<file path="src/rtl/regression_controller.sv">
// Sequencer for the two-pass linear-regression datapath: streams the sample memory twice
// (means, then cross/square sums) and finishes by loading the slope, then the intercept.
module regression_controller #(
  parameter int N_SAMPLES = 150,
  parameter int ADDR_W    = 8
) (
  input  logic              clk,
  input  logic              reset,
  input  logic              start,
  input  logic              mem_ready,
  output logic              busy,
  output logic              done,
  output logic              mem_rd,
  output logic [ADDR_W-1:0] mem_addr,
  output logic              load_x,
  output logic              load_y,
  output logic              load_sum_x,
  output logic              load_sum_y,
  output logic              init_sum_XR,
  output logic              init_sum_YR,
  output logic              load_min_x,
  output logic              load_min_y,
  output logic              load_ssXY,
  output logic              load_ssXX,
  output logic              init_RssXY,
  output logic              init_RssXX,
  output logic              load_b1,
  output logic              load_b0,
  output logic [3:0]        state_dbg
);

  typedef enum logic [3:0] {
    S_IDLE  = 4'd0,
    S_INIT  = 4'd1,
    S_LOAD1 = 4'd2,
    S_ACC1  = 4'd3,
    S_MEAN  = 4'd4,
    S_LOAD2 = 4'd5,
    S_ACC2  = 4'd6,
    S_B1    = 4'd7,
    S_B0    = 4'd8,
    S_DONE  = 4'd9
  } state_t;

  localparam logic [ADDR_W-1:0] LAST_ADDR = ADDR_W'(N_SAMPLES - 1);

  state_t             state_q, state_d;
  logic [ADDR_W-1:0]  addr_q, addr_d;

  always_ff @(posedge clk or posedge reset) begin
    if (reset) begin
      state_q <= S_IDLE;
      addr_q  <= '0;
    end else begin
      state_q <= state_d;
      addr_q  <= addr_d;
    end
  end

  // Memory handshake: in a LOAD state mem_rd is the request and mem_ready the valid;
  // a sample is consumed only in a cycle where both are high, otherwise the FSM and
  // mem_addr hold.
  always_comb begin
    state_d = state_q;
    addr_d  = addr_q;
    case (state_q)
      S_IDLE: begin
        if (start) state_d = S_INIT;
      end
      S_INIT: begin
        addr_d  = '0;
        state_d = S_LOAD1;
      end
      S_LOAD1: begin
        if (mem_ready) state_d = S_ACC1;
      end
      S_ACC1: begin
        if (addr_q == LAST_ADDR) begin
          addr_d  = '0;
          state_d = S_MEAN;
        end else begin
          addr_d  = addr_q + 1'b1;
          state_d = S_LOAD1;
        end
      end
      S_MEAN: begin
        state_d = S_LOAD2;
      end
      S_LOAD2: begin
        if (mem_ready) state_d = S_ACC2;
      end
      S_ACC2: begin
        if (addr_q == LAST_ADDR) begin
          addr_d  = '0;
          state_d = S_B1;
        end else begin
          addr_d  = addr_q + 1'b1;
          state_d = S_LOAD2;
        end
      end
      // b0 is computed from the registered b1, so the intercept loads a cycle later.
      S_B1:    state_d = S_B0;
      S_B0:    state_d = S_DONE;
      S_DONE:  state_d = S_IDLE;
      default: begin
        state_d = S_IDLE;
        addr_d  = '0;
      end
    endcase
  end

  always_comb begin
    busy        = (state_q != S_IDLE);
    done        = 1'b0;
    mem_rd      = 1'b0;
    load_x      = 1'b0;
    load_y      = 1'b0;
    load_sum_x  = 1'b0;
    load_sum_y  = 1'b0;
    init_sum_XR = 1'b0;
    init_sum_YR = 1'b0;
    load_min_x  = 1'b0;
    load_min_y  = 1'b0;
    load_ssXY   = 1'b0;
    load_ssXX   = 1'b0;
    init_RssXY  = 1'b0;
    init_RssXX  = 1'b0;
    load_b1     = 1'b0;
    load_b0     = 1'b0;
    case (state_q)
      S_INIT: begin
        init_sum_XR = 1'b1;
        init_sum_YR = 1'b1;
        init_RssXY  = 1'b1;
        init_RssXX  = 1'b1;
      end
      S_LOAD1, S_LOAD2: begin
        mem_rd = 1'b1;
        load_x = mem_ready;
        load_y = mem_ready;
      end
      S_ACC1: begin
        load_sum_x = 1'b1;
        load_sum_y = 1'b1;
      end
      S_MEAN: begin
        load_min_x = 1'b1;
        load_min_y = 1'b1;
      end
      S_ACC2: begin
        load_ssXY = 1'b1;
        load_ssXX = 1'b1;
      end
      S_B1:    load_b1 = 1'b1;
      S_B0:    load_b0 = 1'b1;
      S_DONE:  done    = 1'b1;
      default: ;
    endcase
  end

  assign mem_addr  = addr_q;
  assign state_dbg = state_q;

endmodule

</file>
<file path="config.mk">
export PLATFORM = sky130hd
export DESIGN_NAME = regression_controller
export DESIGN_NICKNAME = d
export VERILOG_FILES = /design/src/rtl/regression_controller.sv
export SDC_FILE = /design/constraint.sdc
export NUM_CORES = 1
export LEC_CHECK = 0
export BUFFER_PORTS_ARGS = -buffer_cell sky130_fd_sc_hd__buf_4
export CAP_MARGIN = 20
export CORE_ASPECT_RATIO = 0.7
export CORE_MARGIN = 10
export CORE_UTILIZATION = 30
export CTS_BUF_LIST = sky130_fd_sc_hd__clkbuf_8 sky130_fd_sc_hd__clkbuf_16
export CTS_CLUSTER_DIAMETER = 50
export DETAILED_ROUTE_END_ITERATION = 10
export GPL_TIMING_DRIVEN = 0
export PLACE_DENSITY_LB_ADDON = 0.1
export SKIP_CTS_REPAIR_TIMING = 1
export SYNTH_ARGS = -nofsm -noshare
export SYNTH_HDL_FRONTEND = slang
export SYNTH_SLANG_ARGS = --single-unit
</file>
<file path="constraint.sdc">
create_clock -name clk -period 1.7 [get_ports clk]
set_clock_uncertainty 0.2 [all_clocks]
set_input_delay 0.17 -clock clk [delete_from_list [all_inputs] [get_ports clk]]
set_output_delay 0.17 -clock clk [all_outputs]
set_load 0.005 [all_outputs]
</file>
# Word-level counts from Yosys, hierarchy flattened
# Index checks and enable logic that the tools add are counted.
# totals
register_bits,12
input_bits,4
out_inout_bits,29
wordCells,39
# classes
add_sub_neg,1
eq_ne,13
n_mux,17
reduce_logical,6
# ops
operator,n
$pmux W4 S9,1
$eq A4 B3 Y1 const B,4
$pmux W8 S2,1
$mux W4,3
$mux W1,9
$add A8 B1 Y8 const B,1
$eq A4 B2 Y1 const B,2
$eq A4 B4 Y1 const B,2
$eq A8 B8 Y1 const B,1
$mux W8,1
$reduce_or A7 Y1,1
$ne A2 B2 Y1 const B,3
$eq A4 B1 Y1 const B,1
$logic_not A4 Y1,1
$reduce_bool A4 Y1,1
$reduce_or A2 Y1,2
$mux W3,1
$reduce_and A3 Y1,1
$mux W2,1

# Longest topological paths before layout
# Gate-level depths: netlist of the first run.
# logic_depth
depth_word,3
mapped_depth,6
depth_no_buf,6

# Worst setup path before layout of the first run
# No wires, ideal clock.
# synth_timing
kind,register to register
start,register addr_q[1] (netlist: mem_addr[1])
end,register state_q[2] (netlist: state_dbg[2])
setup_time_ns,0.077
t_arrival_ns,1.447
required_time_ns,1.423
slack_ns,-0.025
stages_incl_launch_ff,7
n_path_buf,0
period_less_slack_ns,1.725
path_cell_list,dfrtp_1 > inv_1 > ha_1 > and4b_1 > nand2_1 > or3_1 > a21oi_1
# synth_between
elab_chain_cells,3
# synth_rtl
element,line,text
from (decl),48,"logic [ADDR_W-1:0] addr_q, addr_d;"
from (signal assigned),56,addr_q <= addr_d;
$eq A8 B8 Y1,78,if (addr_q == LAST_ADDR) begin
$mux W3,78,
$pmux W4 S9,66,case (state_q)
to (signal assigned),55,state_q <= state_d;
to (decl),47,"state_t state_q, state_d;"
# Every way passes these cells.
# A chain may end at the register's enable or synchronous reset.

# Worst setup path after layout of the first run
# layout_timing
start,register state_q[1] (netlist: state_dbg[1])
end,output port load_y
# layout_between
elab_chain_cells,3
elab_cells_between_ends,4
classes_between,eq/ne (2); mux (1); reduce/logical (1)
# layout_rtl
element,line,text
$eq A4 B3 Y1 / $eq A4 B2 Y1 (equally long branches),130,case (state_q)
$reduce_or A2 Y1 *,130,
$mux W1 *,130,
to (decl),16,"output logic load_y,"
# Mark *: on every way between the ends. The rest lies on a longest branch, timed or not.

==> qor.yml, run 1 <==
path_max_fanout: 8
violations: "setup timing"
cts-root-buf: "clkbuf_8"
met3WireLength_um: 204
synth-compound-area-share: 0.225
ys_warn_count: 0
crit_family: "simple AND/OR/NAND/NOR gates"
drv_slew: 0
met2_length_um: 1290
synth-seq-cells: 12
critPathLaunchType: "flop"
max_slew.worst_pin.slew_ps: 477
first_iter_violations: 78
routabilityCongestion: 0.777
synth_edf_count: 0
yosysUniqueCellTypes: 38
grt_max_degree: 13
fin_setup_tns_ps: -1360
crit_path_cell_trace: "buf_6 -> nor2b_4 -> nand2b_1 -> a21oi_2 -> and2_4 -> buf_6 -> buf_6"
worstHoldStart: "start"
port_buffers: 32
drv_cap: 0
power_density_nw_per_um2: 1260
p_leak_uw: 0.000713
clkLatencyLatePin_ps: 240
die_x_um: 85.8
path_clk_slew_ps: 50
die_y_um: 66.0
ant_nets: 0
p_total_uw: 1810
crit_buf_inv: 3
path_class: "reg2out"
synth-main-ff-cell: "dfrtp_1"
fin_crit_sh: 1.12
viasPerCell: 5.00
yosysTopAreaCell: "dfrtp_1"
vias: 950
critPathArrivalTime_ps: 1530
row_count: 16
ir_drop_uv: 581
synthesis.area_um2: 908
fin_nets: 162
initial_utilization: 0.320
cp-startpoint: "state_dbg[1]"
synth_fa_ha_area_frac: 0.0275
cp_slowest_cell: "dfrtp_1"
coreArea_um2: 2840
syn-num-nets: 112
fin_util: 0.506
overflow: 0
yosys.area_share.simple: 0.274
drive_above_1_share: 0.571
die_area_um2: 5660
hold_path_class: "in2reg"
dp_hpwl_um: 2090
setup_slack_ps: -200
antenna_found_initial: 0
endpoint_kind: "output port"
drc: 0
setup_viol: 16
grt_pass1_vias: 882
ys_top_cells_by_area: "dfrtp_1 33%, buf_4 6.6%, nand2b_1 4.1%, a21oi_1 3.3%, nor3_1 3.3%"
cts_sinks: 12
cts_buffers: 3
drt-total-wl_um: 2830
pre_cts_ws_ps: -137
hold_slack_ps: 56.5
synth_top_family_by_area: "simple AND/OR/NAND/NOR gates"
htree_levels: 1
n_antenna_cell: 0
crit_required_ps: 1330
period_needed_ps: 1900
area_growth_pct: 58.4
syn-mean-instance-area_um2: 8.57
yosysSeqAreaShare: 0.331
top_layer: "met4"
slew_headroom: 0.682
cp_common_cell: "buf_6"
synth_xor_area_frac: 0.00964
synth.top_cell.area_share: 0.331
grt_pass1_wl_um: 4490
cts_tree: "done"
max_stage_delay_ps: 390
outcome: "finished, violations left"
firstDrtPassIters: 4
met1_length_um: 1320
synth-async-reset-ratio: 1.00
muxShareOfSynthArea: 0.0124
num_io_pins: 33
track_usage: 0.0982
clockBufferDepth: 2
hold_viol_final: 0
r2r_start: "state_dbg[1]"
rsz0062_at_grt: "yes"
fmax_mhz: 526
routedWlPerCell_um: 14.9
syn_inst: 106
## layer usage
| layer | vias to the layer above | global-route usage |
|---|---|---|
| met3 | 4 | 0.0419 |
| met1 | 430 | 0.129 |
| met2 | 38 | 0.141 |
| met4 | 0 | 0.0307 |
| met5 | - | 0 |
| li1 | 478 | - |
## logic make-up after synthesis
group           Yosys count
fa+ha+maj                 2
xor+xnor                  1
buf+inv                  17
compound gates           28
mux                       1
flops                    12
simple gates             45
## synth_stat cells (2+ instances only)
master,count
a21oi_1,6
nand2b_1,6
and3_1,2
o211a_1,2
a22oi_1,2
a31oi_1,4
nand2_1,8
nand3_1,4
buf_6,2
ha_1,2
inv_1,5
nor2_1,8
o22ai_1,2
o21ai_0,4
nor3_1,6
nor4_1,3
buf_4,8
dfrtp_1,12
## flip-flops by register name, indices dropped and copies added, names as in the netlist
register   count
mem_addr       8
state_dbg      4
## final cells by class
type / count / area, um2
fill: 273 / 1400
multi-input combinational: 77 / 578
timing repair buffer: 45 / 344
sequential: 12 / 307
buffer: 12 / 101
tap: 36 / 45.0
clock buffer: 3 / 41.3
inverter: 5 / 22.5
## layout by cell type (no fill, tap or decap), types with 3 or more instances in the layout
cell type and n:
dfrtp_2 5, a31oi_1 4, nand2_1 7, nor2_1 6, nand3_1 4, dfrtp_1 7, buf_6 4, o21ai_0 4
nand2b_1 6, a21oi_1 3, buf_4 51, inv_1 3, clkbuf_8 3, a21oi_2 3, nor3_1 4
## report_power, final
group / total (uW) / leakage, uW / internal [uW] / switching, uW
logic: 1120 / 0.000539 / 595 / 528
registers: 427 / 0.000153 / 349 / 78.2
clock network: 259 / 0.0000216 / 156 / 103
## per-stage QoR
step,cells,area [um2]
floorplan,106,911
global placement,174,1200
detailed placement,174,1200
CTS,177,1240
global route,190,1440
finish,190,1440
## worst paths after layout
path,endpoint,depth (start not counted),slack (ps)
setup reg to reg,mem_addr[6],6,-160
hold reg to reg,mem_addr[0],1,330
setup / recovery,load_y,7,-200
max in group asynchronous,state_dbg[2],3,640
hold / removal,state_dbg[0],3,60
min in group asynchronous,mem_addr[2],3,300
## worst register-to-register path: stages, from the launching register on
cell	delay, ps
dfrtp_1	400
buf_6	150
nor2b_4	130
buf_4	130
o211a_1	250
o2111a_1	260
nor4_1	230
Power figures use the tool's default switching activity.
==> run 2, diff against run 1 <==
--- a/config.mk
+++ b/config.mk
@@ -5,6 +5,7 @@
 export SDC_FILE = /design/constraint.sdc
 export NUM_CORES = 1
 export LEC_CHECK = 0
+export ABC_AREA = 1
 export BUFFER_PORTS_ARGS = -buffer_cell sky130_fd_sc_hd__buf_4
 export CAP_MARGIN = 20
 export CORE_ASPECT_RATIO = 0.7
==> qor.yml, run 2 <==
outcome: "finished, violations left"
violations: "setup timing"
row_count: 16  # unchanged
synth_edf_count: 0  # unchanged
fin_setup_tns_ps: -278  # +1090 ps
crit_required_ps: 1330  # about the same
synth-async-reset-ratio: 1.00  # unchanged
routedWlPerCell_um: 12.9  # -14%
antenna_found_initial: 0  # unchanged
critPathLaunchType: "flop"
layout_commonest_cell: "buf_4"
die_y_um: 66.5  # +0.71%
cp_common_cell: "buf_6"
path_class: "reg2out"
cts_sinks: 12  # unchanged
ff2ff_setup_slack_ps: 30  # +190 ps
syn-mean-instance-area_um2: 6.92  # -19%
viasPerCell: 4.56  # -8.8%
ys_warn_count: 0  # unchanged
period_needed_ps: 1780  # -123 ps
seq_power_share: 0.228  # -0.008
syn-num-nets: 140  # +25%
track_usage: 0.0897  # -0.00847
rsz0062_at_grt: "yes"
met3_usage: 0.0462  # +0.00430
clockBufferDepth: 2  # unchanged
die_area_um2: 5750  # +1.5%
fmax_mhz: 563  # +6.9%
power_density_nw_per_um2: 1270  # +1.4%
use_met1: 0.127  # -0.00168
first_iter_violations: 54  # -31%
final_cell_mix: "39 x buf_4, 37 x nand2_1, 12 x inv_1, 12 x buf_6, 10 x nor2_4"
fin_nets: 191  # +18%
grt_pass1_vias: 826  # -6.3%
grt_pass1_wl_um: 4150  # -7.5%
p_sw_frac: 0.410  # +0.0179
p_comb_frac: 0.638  # +0.017
drt-total-wl_um: 2820  # -0.39%
cts_tree: "done"
p_int_uw: 1140  # +3.4%
synthesis.area_um2: 927  # +2.1%
grt_max_degree: 13  # unchanged
r2r_end: "mem_addr[0]"
cp-startpoint: "state_dbg[3]"
setup_viol: 6  # -10
ant_nets: 0  # unchanged
hold_path_class: "in2reg"
drc: 0  # unchanged
rr_worst_depth: 8  # +2
port_buffers: 32  # unchanged
p_leak_uw: 0.000790  # +11%
p_switching_uw: 790  # +11%
yosys-top-cells-count: "42 x nand2_1, 16 x inv_1, 12 x dfrtp_1, 12 x nor2_1"
path_clk_slew_ps: 50  # about the same
overflow: 0  # unchanged
routabilityCongestion: 0.850  # +9.3%
max_stage_delay_ps: 450  # +60 ps
cts_buffers: 3  # unchanged
critPathArrivalTime_ps: 1410  # -120 ps
crit_path_cell_trace: "nor2_4 -> buf_6 -> inv_4 -> nor2_4 -> buf_6 -> buf_6"
ys_top_cells_by_area: "dfrtp_1 32%, nand2_1 17%, inv_1 6.5%, buf_4 5.7%, nand4_1 5.4%"
syn_inst: 134  # +26%
setup_slack_ps: -76.7  # +123 ps
coreArea_um2: 2880  # +1.4%
ir_drop_uv: 657  # +13%
num_io_pins: 33  # unchanged
drv_cap: 0  # unchanged
firstDrtPassIters: 4  # unchanged
synth-main-ff-cell: "dfrtp_1"
dp_hpwl_um: 2110  # +0.75%
power_frac_clock: 0.134  # -0.009
fin_crit_sh: 1.05  # -0.0726
hold_slack_ps: 74.3  # +17.8 ps
largest_reg_flops: 8  # unchanged
cp_slowest_cell: "dfrtp_2"
cts-root-buf: "clkbuf_8"
die_x_um: 86.4  # +0.79%
r2r_start: "state_dbg[2]"
htree_levels: 1  # unchanged
hold_viol_final: 0  # unchanged
synth.top_cell.area_share: 0.324  # -0.00669
busiest_layer: "met1"
vias: 999  # +5.2%
grtUsageMet2: 0.118  # -0.0232
max_slew.worst_pin.slew_ps: 487  # +9.56 ps
yosysTopAreaCell: "dfrtp_1"
yosysUniqueCellTypes: 22  # -42%
path_max_fanout: 6  # -2
n_antenna_cell: 0  # unchanged
yosysSeqAreaShare: 0.324  # -0.00669
initial_utilization: 0.322  # +0.00207
synth_most_common_cell: "nand2_1"
clkLatencyLatePin_ps: 240  # about the same
area_growth_pct: 63.2
drv_slew: 0  # unchanged
endpoint_kind: "output port"
synth-seq-cells: 12  # unchanged
slew_headroom: 0.675  # -0.00638
drive_above_1_share: 0.519  # -0.0523
setup.worst_path.end: "init_sum_YR"
run 2: changes by cell type after synthesis, moves of 3 or more:
cell | before | now
nand3_1 | 4 | 8
nand2_2 | 0 | 4
a31oi_1 | 4 | 0
nor3_1 | 6 | 0
nor2_1 | 8 | 12
nand2_1 | 8 | 42
nor2_2 | 0 | 4
nand4_1 | 1 | 8
inv_2 | 0 | 4
nand2b_1 | 6 | 0
nor4_1 | 3 | 0
a21oi_1 | 6 | 0
inv_1 | 5 | 16
run 2: through the flow:
| step | setup slack (ps) | utilization | power, uW | std cells | instance area, um2 |
|---|---|---|---|---|---|
| after global placement | 37.7 | 0.421 | 1290 | 202 | 1210 |
| after global routing | -134 | 0.525 | 2080 | 219 | 1510 |
| after floorplan | 181 | - | 918 | 134 | 927 |
| final | -76.7 | 0.525 | 1930 | 219 | 1510 |
| after CTS | -247 | 0.435 | 1560 | 205 | 1250 |
| after detailed placement | 19.5 | 0.421 | 1300 | 202 | 1210 |
run 2: logic make-up (layout without fill, tap and decap cells):
group,after synthesis,after routing,share of synthesized area
AO/OA/AOI/OAI,5,5,0.0432
buffers and inverters,27,76,0.138
XOR/XNOR,1,1,0.00945
AND/OR/NAND/NOR,87,87,0.459
flip-flops,12,12,0.324
adder cells (fa/ha/maj),2,2,0.0270
run 2: worst min path at each step:
stage	startpoint	endpoint	slack, ps	depth (start not counted)
finish	mem_ready	state_dbg[0]	70	4
global route	mem_ready	state_dbg[1]	90	4
CTS	reset	mem_addr[1]	-240	2
detailed placement	reset	mem_addr[1]	30	2
global placement	reset	state_dbg[3]	40	2
floorplan	reset	mem_addr[0]	-170	1
run 2: layout make-up:
type,instances,area [um2]
Buffer,7,67.6
Clock buffer,3,41.3
Fill cell,306,1370
Inverter,20,82.6
Multi-Input combinational cell,95,579
Sequential cell,12,307
Tap cell,36,45.0
Timing Repair Buffer,46,390
run 2: power groups by stage:
stage / sequential, uW / combinational (uW) / clock (uW)
finish: 439 / 1230 / 259
global route: 456 / 1340 / 288
CTS: 410 / 888 / 268
detailed placement: 415 / 885 / 0
global placement: 414 / 877 / 0
floorplan: 406 / 511 / 0
run 2: critical path, delay by kind of cell (launching register included):
kind | cells | cell delay (ps)
flops | 1 | 450
buf+inv | 4 | 370
simple gates | 2 | 340
run 2: routing by layer:
metal,wire length (um),share of wire,up-vias
met5,0,0,-
met4,0,0,0
met3,227,0.080,0
met2,1310,0.46,25
met1,1290,0.46,465
li1,-,-,509
==> run 3, diff against run 2 <==
--- a/config.mk
+++ b/config.mk
@@ -16,6 +16,7 @@
 export DETAILED_ROUTE_END_ITERATION = 10
 export GPL_TIMING_DRIVEN = 0
 export PLACE_DENSITY_LB_ADDON = 0.1
+export SETUP_SLACK_MARGIN = 0.3
 export SKIP_CTS_REPAIR_TIMING = 1
 export SYNTH_ARGS = -nofsm -noshare
 export SYNTH_HDL_FRONTEND = slang
==> qor.yml, run 3 (synthesis results as in run 2) <==
outcome: "finished, violations left"
cts_buffers: 3  # unchanged
r2r_end: "state_dbg[1]"
r2r_start: "state_dbg[0]"
final_cell_mix: "40 x buf_4, 29 x nand2_1, 14 x inv_1, 14 x nand2_2, 11 x buf_6"
endpoint_kind: "output port"
initial_utilization: 0.322  # unchanged
p_comb_frac: 0.662  # +0.024
p_leak_uw: 0.000807  # +2.3%
routabilityCongestion: 0.798  # -6.1%
fmax_mhz: 559  # -0.75%
cts_tree: "done"
drv_slew: 0  # unchanged
viasPerCell: 4.44  # -2.7%
die_area_um2: 5750  # unchanged
fin_util: 0.541  # +0.0165
p_total_uw: 2050  # +6.2%
cts-root-buf: "clkbuf_8"
clockBufferDepth: 2  # unchanged
path_clk_slew_ps: 50  # about the same
track_usage: 0.0926  # +0.00292
overflow: 0  # unchanged
cts_sinks: 12  # unchanged
num_io_pins: 33  # unchanged
firstDrtPassIters: 4  # unchanged
busiest_layer: "met2"
drv_cap: 0  # unchanged
p_switching_uw: 865  # +9.5%
first_iter_violations: 36  # -33%
antenna_found_initial: 0  # unchanged
use_met1: 0.117  # -0.00993
cp-startpoint: "state_dbg[0]"
drive_above_1_share: 0.565  # +0.0461
finish.instance_area_um2: 1560  # +3.1%
grt_pass1_wl_um: 4330  # +4.3%
drc: 0  # unchanged
met3_usage: 0.0450  # -0.00122
largest_reg_flops: 8  # unchanged
period_needed_ps: 1790  # +13.4 ps
critPathArrivalTime_ps: 1420  # about the same
place_area_um2: 1230  # +1.4%
whs_endpoint: "state_dbg[1]"
path_max_fanout: 4  # -2
hold_viol_final: 0  # unchanged
grt_max_degree: 13  # unchanged
grtUsageMet2: 0.142  # +0.0248
max_slew.worst_pin.slew_ps: 492  # +5.44 ps
rsz0062_at_grt: "yes"
power_frac_clock: 0.132  # -0.002
hold_slack_ps: 67.7  # -6.55 ps
ant_nets: 0  # unchanged
ff2ff_setup_slack_ps: 110  # +80 ps
crit_required_ps: 1330  # about the same
rr_worst_depth: 10  # +2
path_class: "reg2out"
critPathLaunchType: "flop"
setup_slack_ps: -90.1  # -13.4 ps
p_int_uw: 1180  # +3.9%
setup_viol: 6  # unchanged
multi_input_area_um2: 631  # +8.9%
fin_nets: 191  # unchanged
slew_headroom: 0.672  # -0.00363
hold_path_class: "in2reg"
dp_hpwl_um: 2110  # -0.19%
seqCellArea_um2: 305  # -0.41%
p_sw_frac: 0.423  # +0.0128
grt_pass1_vias: 892  # +8.0%
die_y_um: 66.5  # unchanged
clkLatencyLatePin_ps: 240  # about the same
row_count: 16  # unchanged
hold_depth: 4  # unchanged
worstHoldStart: "mem_ready"
power_density_nw_per_um2: 1310  # +3.0%
n_antenna_cell: 0  # unchanged
layout_commonest_cell: "buf_4"
coreArea_um2: 2880  # unchanged
routedWlPerCell_um: 12.9  # +0.25%
n_fill_cell: 276  # -9.8%
fin_setup_tns_ps: -239  # +39.0 ps
area_growth_pct: 68.3
htree_levels: 1  # unchanged
fin_crit_sh: 1.05  # +0.00787
die_x_um: 86.4  # unchanged
violations: "setup timing"
port_buffers: 32  # unchanged
ir_drop_uv: 731  # +11%
drt-total-wl_um: 2840  # +0.71%
vias: 976  # -2.3%
seq_power_share: 0.206  # -0.022
[run 3: cell count changes in the layout (fill, tap and decap cells not counted), moves of 2 or more]
cell / previous run / this run
nand2_1: 37 / 29
inv_1: 12 / 14
nor2_2: 3 / 5
nand2_2: 7 / 14
nand2_8: 0 / 2
[run 3: worst max-delay path, cell delays in order, from the launching register on]
cell	delay, ps
dfrtp_2	450
buf_6	150
nand2_2	90
inv_2	60
nand2_2	110
inv_2	60
buf_4	130
buf_4	120
[run 3: metal layers]
layer	part of all wire	routed length [um]
met1	0.44	1240
met2	0.49	1400
met3	0.071	201
met4	0	0
met5	0	0
[run 3: worst max path at each step]
stage                      end
finish              load_sum_y
global route            load_y
CTS                     load_y
detailed placement      load_y
global placement        load_y
floorplan               load_y
[run 3: area by class of cell]
class,instances,area share
clock buffer,3,0.0265
clock inverter,1,0.00241
inverter,20,0.0513
multi-input combinational,95,0.404
tap,36,0.0289
timing repair buffer,46,0.253
sequential,12,0.196
buffer,7,0.0385
[run 3: per-stage QoR]
| stage | setup slack (ps) | cells |
|---|---|---|
| finish | -90.1 | 220 |
| global route | -163 | 220 |
| CTS | -160 | 206 |
| detailed placement | 110 | 202 |
| global placement | 129 | 202 |
| floorplan | 280 | 134 |
[run 3: power by group through the flow]
stage / logic (uW) / registers, uW / clock network, uW
CTS: 888 / 412 / 279
finish: 1360 / 421 / 271
floorplan: 525 / 406 / 0
detailed placement: 884 / 417 / 0
global placement: 885 / 418 / 0
global route: 1470 / 431 / 293
